<file path="src/rtl/calc2_sched.sv">
// calc2_sched: four-port request FIFOs, round-robin grant to one shared calc2 ALU.
// Define CALC2_SCHED_TIMEOUT_EN to build the WAIT-state ALU watchdog (TIMEOUT cycles).
module calc2_sched #(
  parameter int DEPTH   = 4,
  parameter int TIMEOUT = 64
) (
  input  logic        c_clk,
  input  logic        reset,
  input  logic [3:0]  req1_cmd_in,
  input  logic [31:0] req1_data_in,
  input  logic [1:0]  req1_tag_in,
  input  logic [3:0]  req2_cmd_in,
  input  logic [31:0] req2_data_in,
  input  logic [1:0]  req2_tag_in,
  input  logic [3:0]  req3_cmd_in,
  input  logic [31:0] req3_data_in,
  input  logic [1:0]  req3_tag_in,
  input  logic [3:0]  req4_cmd_in,
  input  logic [31:0] req4_data_in,
  input  logic [1:0]  req4_tag_in,
  output logic        req1_busy,
  output logic        req2_busy,
  output logic        req3_busy,
  output logic        req4_busy,
  output logic [1:0]  out_resp1,
  output logic [31:0] out_data1,
  output logic [1:0]  out_tag1,
  output logic [1:0]  out_resp2,
  output logic [31:0] out_data2,
  output logic [1:0]  out_tag2,
  output logic [1:0]  out_resp3,
  output logic [31:0] out_data3,
  output logic [1:0]  out_tag3,
  output logic [1:0]  out_resp4,
  output logic [31:0] out_data4,
  output logic [1:0]  out_tag4,
  output logic        alu_valid,
  input  logic        alu_ready,
  output logic [3:0]  alu_cmd,
  output logic [31:0] alu_op1,
  output logic [31:0] alu_op2,
  input  logic        alu_done,
  input  logic [31:0] alu_result,
  input  logic        alu_err,
  output logic [7:0]  drop_cnt
);

  localparam int AW = $clog2(DEPTH);
  localparam logic [AW:0] FULL = (AW+1)'(DEPTH);

  typedef enum logic [1:0] {
    S_IDLE,
    S_ISSUE,
    S_WAIT,
    S_RESP
  } state_t;

  logic [3:0]  w_cmd_in  [4];
  logic [31:0] w_data_in [4];
  logic [1:0]  w_tag_in  [4];

  assign w_cmd_in[0]  = req1_cmd_in;
  assign w_cmd_in[1]  = req2_cmd_in;
  assign w_cmd_in[2]  = req3_cmd_in;
  assign w_cmd_in[3]  = req4_cmd_in;
  assign w_data_in[0] = req1_data_in;
  assign w_data_in[1] = req2_data_in;
  assign w_data_in[2] = req3_data_in;
  assign w_data_in[3] = req4_data_in;
  assign w_tag_in[0]  = req1_tag_in;
  assign w_tag_in[1]  = req2_tag_in;
  assign w_tag_in[2]  = req3_tag_in;
  assign w_tag_in[3]  = req4_tag_in;

  logic [3:0]  r_phase;
  logic [3:0]  r_ccmd [4];
  logic [1:0]  r_ctag [4];
  logic [31:0] r_cop1 [4];
  logic [69:0] r_mem  [4][DEPTH];
  logic [AW-1:0] r_wp [4];
  logic [AW-1:0] r_rp [4];
  logic [AW:0] r_cnt  [4];
  logic [3:0]  r_busy;
  logic [7:0]  r_drop;

  state_t      r_state;
  state_t      w_state_nxt;
  logic [1:0]  r_ptr;
  logic [1:0]  r_gnt;
  logic [3:0]  r_cmd;
  logic [1:0]  r_tag;
  logic [31:0] r_op1;
  logic [31:0] r_op2;
  logic [1:0]  r_resp;
  logic [31:0] r_data;

  logic [3:0]  w_req;
  logic [3:0]  w_start;
  logic [3:0]  w_drop;
  logic [3:0]  w_pop;
  logic [3:0]  w_nonempty;
  logic [AW:0] w_cnt_nxt [4];
  logic [8:0]  w_drop_sum;
  logic        w_found;
  logic [1:0]  w_sel;
  logic [1:0]  w_idx;
  logic [69:0] w_entry;
  logic        w_ok;
  logic        w_grant;
  logic        w_done;
  logic        w_timeout;

  always_comb begin
    w_req      = '0;
    w_start    = '0;
    w_drop     = '0;
    w_nonempty = '0;
    for (int p = 0; p < 4; p++) begin
      w_req[p]      = !r_phase[p] && (w_cmd_in[p] != 4'd0);
      w_start[p]    = w_req[p] && (r_cnt[p] != FULL);
      w_drop[p]     = w_req[p] && (r_cnt[p] == FULL);
      w_nonempty[p] = (r_cnt[p] != '0);
    end
  end

  always_comb begin
    for (int p = 0; p < 4; p++) begin
      w_cnt_nxt[p] = r_cnt[p] + (AW+1)'(r_phase[p])
                   - (AW+1)'(w_pop[p]);
    end
  end

  assign w_drop_sum = {1'b0, r_drop} + 9'(w_drop[0])
                    + 9'(w_drop[1]) + 9'(w_drop[2])
                    + 9'(w_drop[3]);

  // r_phase marks the op2 cycle; the entry enqueues at its end
  always_ff @(posedge c_clk or posedge reset) begin
    if (reset) begin
      r_phase <= '0;
      r_busy  <= '0;
      r_drop  <= '0;
      for (int p = 0; p < 4; p++) begin
        r_ccmd[p] <= '0;
        r_ctag[p] <= '0;
        r_cop1[p] <= '0;
        r_wp[p]   <= '0;
        r_rp[p]   <= '0;
        r_cnt[p]  <= '0;
      end
    end else begin
      for (int p = 0; p < 4; p++) begin
        if (w_start[p]) begin
          r_phase[p] <= 1'b1;
          r_ccmd[p]  <= w_cmd_in[p];
          r_ctag[p]  <= w_tag_in[p];
          r_cop1[p]  <= w_data_in[p];
        end else begin
          r_phase[p] <= 1'b0;
        end
        if (r_phase[p]) r_wp[p] <= r_wp[p] + AW'(1);
        if (w_pop[p])   r_rp[p] <= r_rp[p] + AW'(1);
        r_cnt[p]  <= w_cnt_nxt[p];
        r_busy[p] <= (w_cnt_nxt[p] == FULL);
      end
      r_drop <= w_drop_sum[8] ? 8'hFF : w_drop_sum[7:0];
    end
  end

  always_ff @(posedge c_clk) begin
    for (int p = 0; p < 4; p++) begin
      if (r_phase[p]) begin
        r_mem[p][r_wp[p]] <= {r_ccmd[p], r_ctag[p],
                              r_cop1[p], w_data_in[p]};
      end
    end
  end

  always_comb begin
    w_found = 1'b0;
    w_sel   = r_ptr;
    w_idx   = r_ptr;
    for (int i = 0; i < 4; i++) begin
      w_idx = r_ptr + 2'(i);
      if (!w_found && w_nonempty[w_idx]) begin
        w_found = 1'b1;
        w_sel   = w_idx;
      end
    end
  end

  assign w_entry = r_mem[w_sel][r_rp[w_sel]];

  always_comb begin
    w_ok = 1'b0;
    unique case (w_entry[69:66])
      4'd1, 4'd2, 4'd5, 4'd6: w_ok = 1'b1;
      default:                w_ok = 1'b0;
    endcase
  end

`ifdef CALC2_SCHED_TIMEOUT_EN
  localparam int TW = $clog2(TIMEOUT + 1);
  localparam logic [TW-1:0] TO_LAST = TW'(TIMEOUT - 1);

  logic [TW-1:0] r_to;

  always_ff @(posedge c_clk or posedge reset) begin
    if (reset) begin
      r_to <= '0;
    end else if (r_state == S_WAIT) begin
      r_to <= r_to + TW'(1);
    end else begin
      r_to <= '0;
    end
  end

  assign w_timeout = (r_state == S_WAIT) && !alu_done
                  && (r_to == TO_LAST);
`else
  logic w_unused_to;
  assign w_unused_to = (TIMEOUT > 0);
  assign w_timeout   = 1'b0;
`endif

  assign w_grant = (r_state == S_IDLE) && w_found;
  assign w_done  = (r_state == S_WAIT) && alu_done;

  always_ff @(posedge c_clk or posedge reset) begin
    if (reset) begin
      r_state <= S_IDLE;
    end else begin
      r_state <= w_state_nxt;
    end
  end

  always_comb begin
    w_state_nxt = r_state;
    w_pop       = '0;
    unique case (r_state)
      S_IDLE: begin
        if (w_found) begin
          w_pop[w_sel] = 1'b1;
          w_state_nxt  = w_ok ? S_ISSUE : S_RESP;
        end
      end
      S_ISSUE: if (alu_ready) w_state_nxt = S_WAIT;
      S_WAIT:  if (alu_done || w_timeout) w_state_nxt = S_RESP;
      S_RESP:  w_state_nxt = S_IDLE;
      default: w_state_nxt = S_IDLE;
    endcase
  end

  // invalid cmds and timeouts both leave resp=2/data=0 from the grant
  always_ff @(posedge c_clk or posedge reset) begin
    if (reset) begin
      r_ptr  <= '0;
      r_gnt  <= '0;
      r_cmd  <= '0;
      r_tag  <= '0;
      r_op1  <= '0;
      r_op2  <= '0;
      r_resp <= '0;
      r_data <= '0;
    end else begin
      unique case (1'b1)
        w_grant: begin
          r_gnt  <= w_sel;
          r_ptr  <= w_sel + 2'd1;
          r_cmd  <= w_entry[69:66];
          r_tag  <= w_entry[65:64];
          r_op1  <= w_entry[63:32];
          r_op2  <= w_entry[31:0];
          r_resp <= 2'd2;
          r_data <= '0;
        end
        w_done: begin
          r_resp <= alu_err ? 2'd2 : 2'd1;
          r_data <= alu_result;
        end
        w_timeout: begin
          r_resp <= 2'd2;
          r_data <= '0;
        end
        default: ;
      endcase
    end
  end

  always_comb begin
    alu_valid = (r_state == S_ISSUE);
    alu_cmd   = alu_valid ? r_cmd : 4'd0;
    alu_op1   = alu_valid ? r_op1 : 32'd0;
    alu_op2   = alu_valid ? r_op2 : 32'd0;
    out_resp1 = '0;
    out_data1 = '0;
    out_tag1  = '0;
    out_resp2 = '0;
    out_data2 = '0;
    out_tag2  = '0;
    out_resp3 = '0;
    out_data3 = '0;
    out_tag3  = '0;
    out_resp4 = '0;
    out_data4 = '0;
    out_tag4  = '0;
    if (r_state == S_RESP) begin
      unique case (r_gnt)
        2'd0: begin
          out_resp1 = r_resp;
          out_data1 = r_data;
          out_tag1  = r_tag;
        end
        2'd1: begin
          out_resp2 = r_resp;
          out_data2 = r_data;
          out_tag2  = r_tag;
        end
        2'd2: begin
          out_resp3 = r_resp;
          out_data3 = r_data;
          out_tag3  = r_tag;
        end
        default: begin
          out_resp4 = r_resp;
          out_data4 = r_data;
          out_tag4  = r_tag;
        end
      endcase
    end
  end

  assign req1_busy = r_busy[0];
  assign req2_busy = r_busy[1];
  assign req3_busy = r_busy[2];
  assign req4_busy = r_busy[3];
  assign drop_cnt  = r_drop;

endmodule

</file>
<file path="config.mk">
export PLATFORM = sky130hd
export DESIGN_NAME = calc2_sched
export DESIGN_NICKNAME = d
export VERILOG_FILES = /design/src/rtl/calc2_sched.sv
export SDC_FILE = /design/constraint.sdc
export NUM_CORES = 2
export LEC_CHECK = 0
export BUFFER_PORTS_ARGS = -buffer_cell sky130_fd_sc_hd__buf_2
export CAP_MARGIN = 20
export CORE_ASPECT_RATIO = 1.75
export CORE_MARGIN = 3
export CORE_UTILIZATION = 45
export DETAILED_ROUTE_END_ITERATION = 16
export PLACE_DENSITY = 0.65
export SYNTH_ARGS = -nofsm -noshare
export SYNTH_HDL_FRONTEND = slang
export SYNTH_SLANG_ARGS = --single-unit
</file>
<file path="constraint.sdc">
create_clock -name c_clk -period 15.17 [get_ports c_clk]
set_input_delay 0.7585 -clock c_clk [delete_from_list [all_inputs] [get_ports c_clk]]
set_output_delay 0.7585 -clock c_clk [all_outputs]
set_load 0.01 [all_outputs]
</file>
# Word level (Yosys, flattened, before mapping)
# Memories as Yosys holds them, arrays and structs flattened.
# Index checks and enable logic that the tools add are counted.
[classes]
n_addsub = 24
magnitude_cmp = 16
n_eq_ne = 24
muxes = 82
n_bitwise = 6
reduce_logical = 43
[ops]
columns = ["cell", "n"]
rows = [
  ["$mux W280", 4],
  ["$demux W70 S2", 4],
  ["$mux W70", 6],
  ["$mux W32", 10],
  ["$bmux W70 S2", 1],
  ["$pmux W32 S2", 1],
  ["$mux W2", 26],
  ["$add A9 B1 Y9", 3],
  ["$eq A3 B3 Y1 const B", 8],
  ["$logic_and A1 B1 Y1", 22],
  ["$add A2 B1 Y2 const B", 10],
  ["$ge A3 B3 Y1 const B", 6],
  ["$mux W1", 18],
  ["$not A2 Y3", 6],
  ["$reduce_bool A4 Y1", 4],
  ["$lt A2 B3 Y1 const B", 5],
  ["$add A3 B1 Y3", 4],
  ["$lt A3 B1 Y1 const B", 4],
  ["$mux W4", 3],
  ["$ne A3 B3 Y1 const B", 4],
  ["$reduce_bool A3 Y1", 4],
  ["$sub A3 B1 Y3", 4],
  ["$add A8 B1 Y9", 1],
  ["$bmux W1 S2", 4],
  ["other kinds (20)", 33],
]
[word_totals]
register_bits = 306
ramBits = 1120
input_bits = 189
out_inout_bits = 225
wordCells = 232
mem_count = 1
[mem_list]
columns = ["memory", "words", "width", "read_ports", "rd_clocked_by_memory_dff", "wr", "line_no", "text"]
rows = [
  ["r_mem", 4, 280, 1, 0, 4, "79", "logic [69:0] r_mem [4][DEPTH];"],
]

# Depth between registers and ports, before layout
[logic_depth]
ltp_word = 27
ltp_mapped = 17
depth_no_buf = 13

# Worst setup path after synthesis
# No wires, ideal clock.
[synth_timing]
path_type = "register -> register"
from = "reg r_cnt[8] in the netlist's numbering"
to = "reg r_busy[3]"
setup_time_ps = 88
arrival_ps = 3690
required_time_ps = 15082
path_slack_ps = 11392
stages_incl_launch_ff = 17
path_buffers = 5
synth_period_minus_slack_ps = 3778
path_cell_list = "dfrtp_1 -> or3_1 -> clkbuf_1 -> a211oi_1 -> or4_1 -> buf_4 -> buf_2 -> buf_2 -> buf_1 -> nor3_1 -> ha_1 -> inv_1 -> ha_1 -> fa_1 -> xor2_1 -> xnor2_1 -> nor3b_1"
[synth_lines]
columns = ["element", "line_no", "text"]
rows = [
  ["from (decl)", "82", "logic [AW:0] r_cnt [4];"],
  ["from (signal, indexed assignment)", "163", "r_cnt[p] <= w_cnt_nxt[p];"],
  ["to (signal, indexed assignment)", "164", "r_busy[p] <= (w_cnt_nxt[p] == FULL);"],
  ["to (decl)", "83", "logic [3:0] r_busy;"],
]

# Worst setup path after layout
[layout_timing]
from = "reg r_cnt[11] in the netlist's numbering"
to = "reg r_op2[16]"
[layout_between]
elab_chain_len = 21
elab_cells_between_ends = 32
cone_classes = "21 x mux; 2 x bitwise; 8 x reduce/logical; 1 x memory"
[layout_lines]
columns = ["element", "line_no", "text"]
rows = [
  ["$reduce_bool A3 Y1 *", "122", "w_nonempty[p] = (r_cnt[p] != '0);"],
  ["$bmux W1 S2", "185", "if (!w_found && w_nonempty[w_idx]) begin"],
  ["$mux W1 (not written as such)", "185", ""],
  ["$mux W1", "185", ""],
  ["$logic_not A1 Y1", "185", ""],
  ["$logic_and A1 B1 Y1", "185", ""],
  ["$mux W1", "185", ""],
  ["$logic_not A1 Y1", "185", ""],
  ["[3 not listed]", "-", ""],
  ["$logic_and A1 B1 Y1", "185", ""],
  ["$mux W2", "185", ""],
  ["$not A2 Y3 (not written as such)", "192", "assign w_entry = r_mem[w_sel][r_rp[w_sel]];"],
  ["$bmux W2 S2", "192", ""],
  ["$mux W2 (not written as such) (2 in series)", "192", ""],
  ["$not A2 Y3 (not written as such)", "192", ""],
  ["$bmux W70 S2", "192", ""],
  ["$mux W70 (not written as such) (2 in series)", "192", ""],
  ["to (signal assigned)", "273", "r_op2 <= w_entry[31:0];"],
  ["to (decl)", "93", "logic [31:0] r_op2;"],
]
# Every way passes the cells marked *; elsewhere a longest branch is shown, timed or not. The select of a mux whose other input is x is not followed.
# A chain may end at the register's enable or synchronous reset.

==> out/qor.csv <==
stage,metric,value,unit
clock_network,clockRootBuffer,clkbuf_16,
timing,layout_min_cycle_time,5.61,ns
route,top_layer,met5,
timing,tns,0,ns
critical_path,required,15.76,ns
timing,clock.fmax,0.178,GHz
critical_path,critPathLaunchType,flip-flop,
yosys,synth_warnings,0,
layout,drive_gt1_share,18.2,%
critical_path,end_kind,flip-flop,
timing,relSlewSlack,17.5,%
route,detail_route.wl_per_cell,26.6,µm
placed_design,gp_congestion,0.798,
clock_network,numCtsBuffers,132,
timing,final_hold_viol_count,0,
grt,grt_use_total,25.6,%
yosys,syn_area_per_cell,13.2,µm²
pwr,leakage,24.6,nW
critical_path,critPathArrivalTime,6.20,ns
timing,worst_pin_slew,1.24,ns
clock_network,cts_resized,0,
route,wirelength,171,mm
timing,setup_ws,9.56,ns
placed_design,postPlaceCellArea,0.0606,mm²
worst_hold_path,hold_path_class,in -> async,
clock_network,holdBufCountCts,0,
die,start_util,45.4,%
yosys,syn_area,0.0571,mm²
grt,grt_max_degree,210,
route,via_per_inst,5.87,
yosys,synth_flop_cell,edfxtp_1,
layout,area_growth,14.0,%
grt,grt_pass1_wl,246,mm
flow_run,drv_cap,0,
die,core.rowCount,172,
layout,nFillCells,10705,
yosys,synth_fp_nets,4564,
clock_network,clock_path_buffers,3,
die,io-pin-count,414,
yosys,synthCells,4338,
yosys,synth-edff-count,1120,
layout,register_area,0.0413,mm²
grt,grt_overflow,0,
run_status,status,"complete, no violations",
clock_network,cts.sinks,1426,
route,num_vias,37634,
yosys,async_reset_ff_share,21.5,%
route,drt_iter0_drc,3647,
route,met1_length,64.6,mm
layout,final_util,51.7,%
route,wl_met2,87.4,mm
timing,finalMaxSlewViolations,0,
die,die_area,0.131,mm²
route,ant_nets,0,
die,core-area,0.126,mm²
critical_path,crit_type,reg -> reg,
placed_design,io_buffers,413,
grt,grt_pass1_vias,37074,
critical_path,critPathMaxFanout,209,
die,fp.dieW,275,µm
placed_design,pre_cts_ws,9.58,ns
layout,nets,4867,
route,first_pass_iters,6,
die,chipHeight,477,µm
pwr,power_density,269,mW/mm²
pwr,ir_worst_vdd,0.000461,V
grt,antenna_found_initial,18,
route,drc,0,
timing,fin_skew,0.0284,ns
timing,setup_viol,0,
clock_network,postCtsSetupBuffers,0,
clock_network,cts_tree,yes,
layout,stdcell_count,6414,
critical_path,rr_worst_depth,12,
placed_design,dp.cells,6160,
yosys,yosysSeqAreaShare,72.4,%
clock_network,clkLatencyLatePin,0.76,ns
layout,multi_input_area,0.0145,mm²
yosys,synth_cell_types,53,
timing,rsz0062_at_grt,no,
clock_network,clkTransAtPathRegs,0.06,ns
clock_network,h-tree-depth,4,
placed_design,hpwl,91.5,mm
timing,fin_crit_sh,37.0,%
yosys,synth-seq-cells,1426,
layout,final_area,0.0650,mm²
route,dr_wl_met3,12.4,mm
## synthesized netlist by cell type, drive strengths merged (86+ instances only)
master  count  area share (%)
and2       86            0.94
dfrtp     306              13
edfxtp   1120              59
nor2      158             1.0
nand3     282             2.5
a311oi    138             2.1
and3      139             1.5
a31oi     134             1.5
clkbuf    215             1.4
mux2      154             3.0
nand2    1153             7.6
buf        86            0.86
## flip-flops by register name (all words and copies together) (netlist names), 12 cells and up
name	cells
r_mem	1120
r_cop1	128
r_data	32
r_op1	32
r_op2	32
r_ccmd	16
r_cnt	12
## cell families (layout without fill, tap and decap cells)
group | Yosys count | in the layout | synth area share, %
XOR/XNOR | 26 | 26 | 0.399
flip-flops | 1426 | 1426 | 72.4
multiplexers | 182 | 182 | 3.53
AO/OA/AOI/OAI | 475 | 475 | 6.30
adder cells (fa/ha/maj) | 37 | 37 | 0.903
other | 0 | 12 | 0
buffers and inverters | 338 | 749 | 2.52
AND/OR/NAND/NOR | 1854 | 1854 | 14.0
## critical path: stages (launching register included)
cell and delay (ns):
dfrtp_1 0.48, nor3_4 0.39, o32ai_1 0.24, or4_4 0.82
o2111ai_4 0.27, buf_4 0.44, buf_4 0.65, nand2_8 0.49
buf_12 0.53, a211oi_1 0.44, a311oi_1 0.09, a31oi_1 0.20
o221ai_1 0.14
## per-stage QoR
step                      total power [W]  hold slack (ns)
after floorplan                    0.0115            0.441
after global placement             0.0140            0.460
after detailed placement           0.0142            0.464
after CTS                          0.0175            0.137
after global routing               0.0184            0.174
final                              0.0175            0.160
## power breakdown
part	internal (W)	switching (W)
clock network	0.00194	0.00145
logic	0.00228	0.00535
registers	0.00582	0.000649
## metal layers
layer	GRT usage (%)	vias to the layer above
li1	-	16415
met1	31.8	19123
met2	45.0	1732
met3	4.00	358
met4	9.62	6
met5	0	-
## layout by cell type, fill, tap and decap left out, types with 5 or more instances in the layout
cell type and n:
a211oi_1 67, a311oi_1 138, a31oi_1 132, and2_1 69, and2_4 17, and3_1 139, buf_2 413, buf_4 53
bufinv_16 9, clkbuf_1 35, clkbuf_16 137, clkbuf_8 23, clkinv_1 7, clkinv_2 18, dfrtp_1 306, diode_2 12
edfxtp_1 1120, fa_1 7, ha_1 29, inv_1 36, inv_6 5, mux2_2 154, mux2i_1 28, nand2_1 1149
nand3_1 282, nor2_1 157, nor3_1 10, o21ai_0 43, o221ai_1 66, xnor2_1 15, xor2_1 11
## area by class of cell
cell class	instances	area share, %
timing repair buffer	470	3.91
clock buffer	195	5.96
sequential	1426	63.5
antenna	12	0.0462
tap	1653	3.18
clock inverter	47	0.829
inverter	37	0.225
multi-input combinational	2574	22.4
## path summary, 6_finish.rpt
kind,from,to,slack (ns)
max,r_cnt[11],r_op2[16],9.56
min,reset,r_op2[5],0.16
max reg2reg,r_cnt[11],r_op2[16],9.56
min reg2reg,r_rp[5],r_rp[5],0.48
max in group asynchronous,reset,r_cop1[23],12.07
min in group c_clk,alu_result[5],r_data[5],0.20
Power figures use the tool's default switching activity.
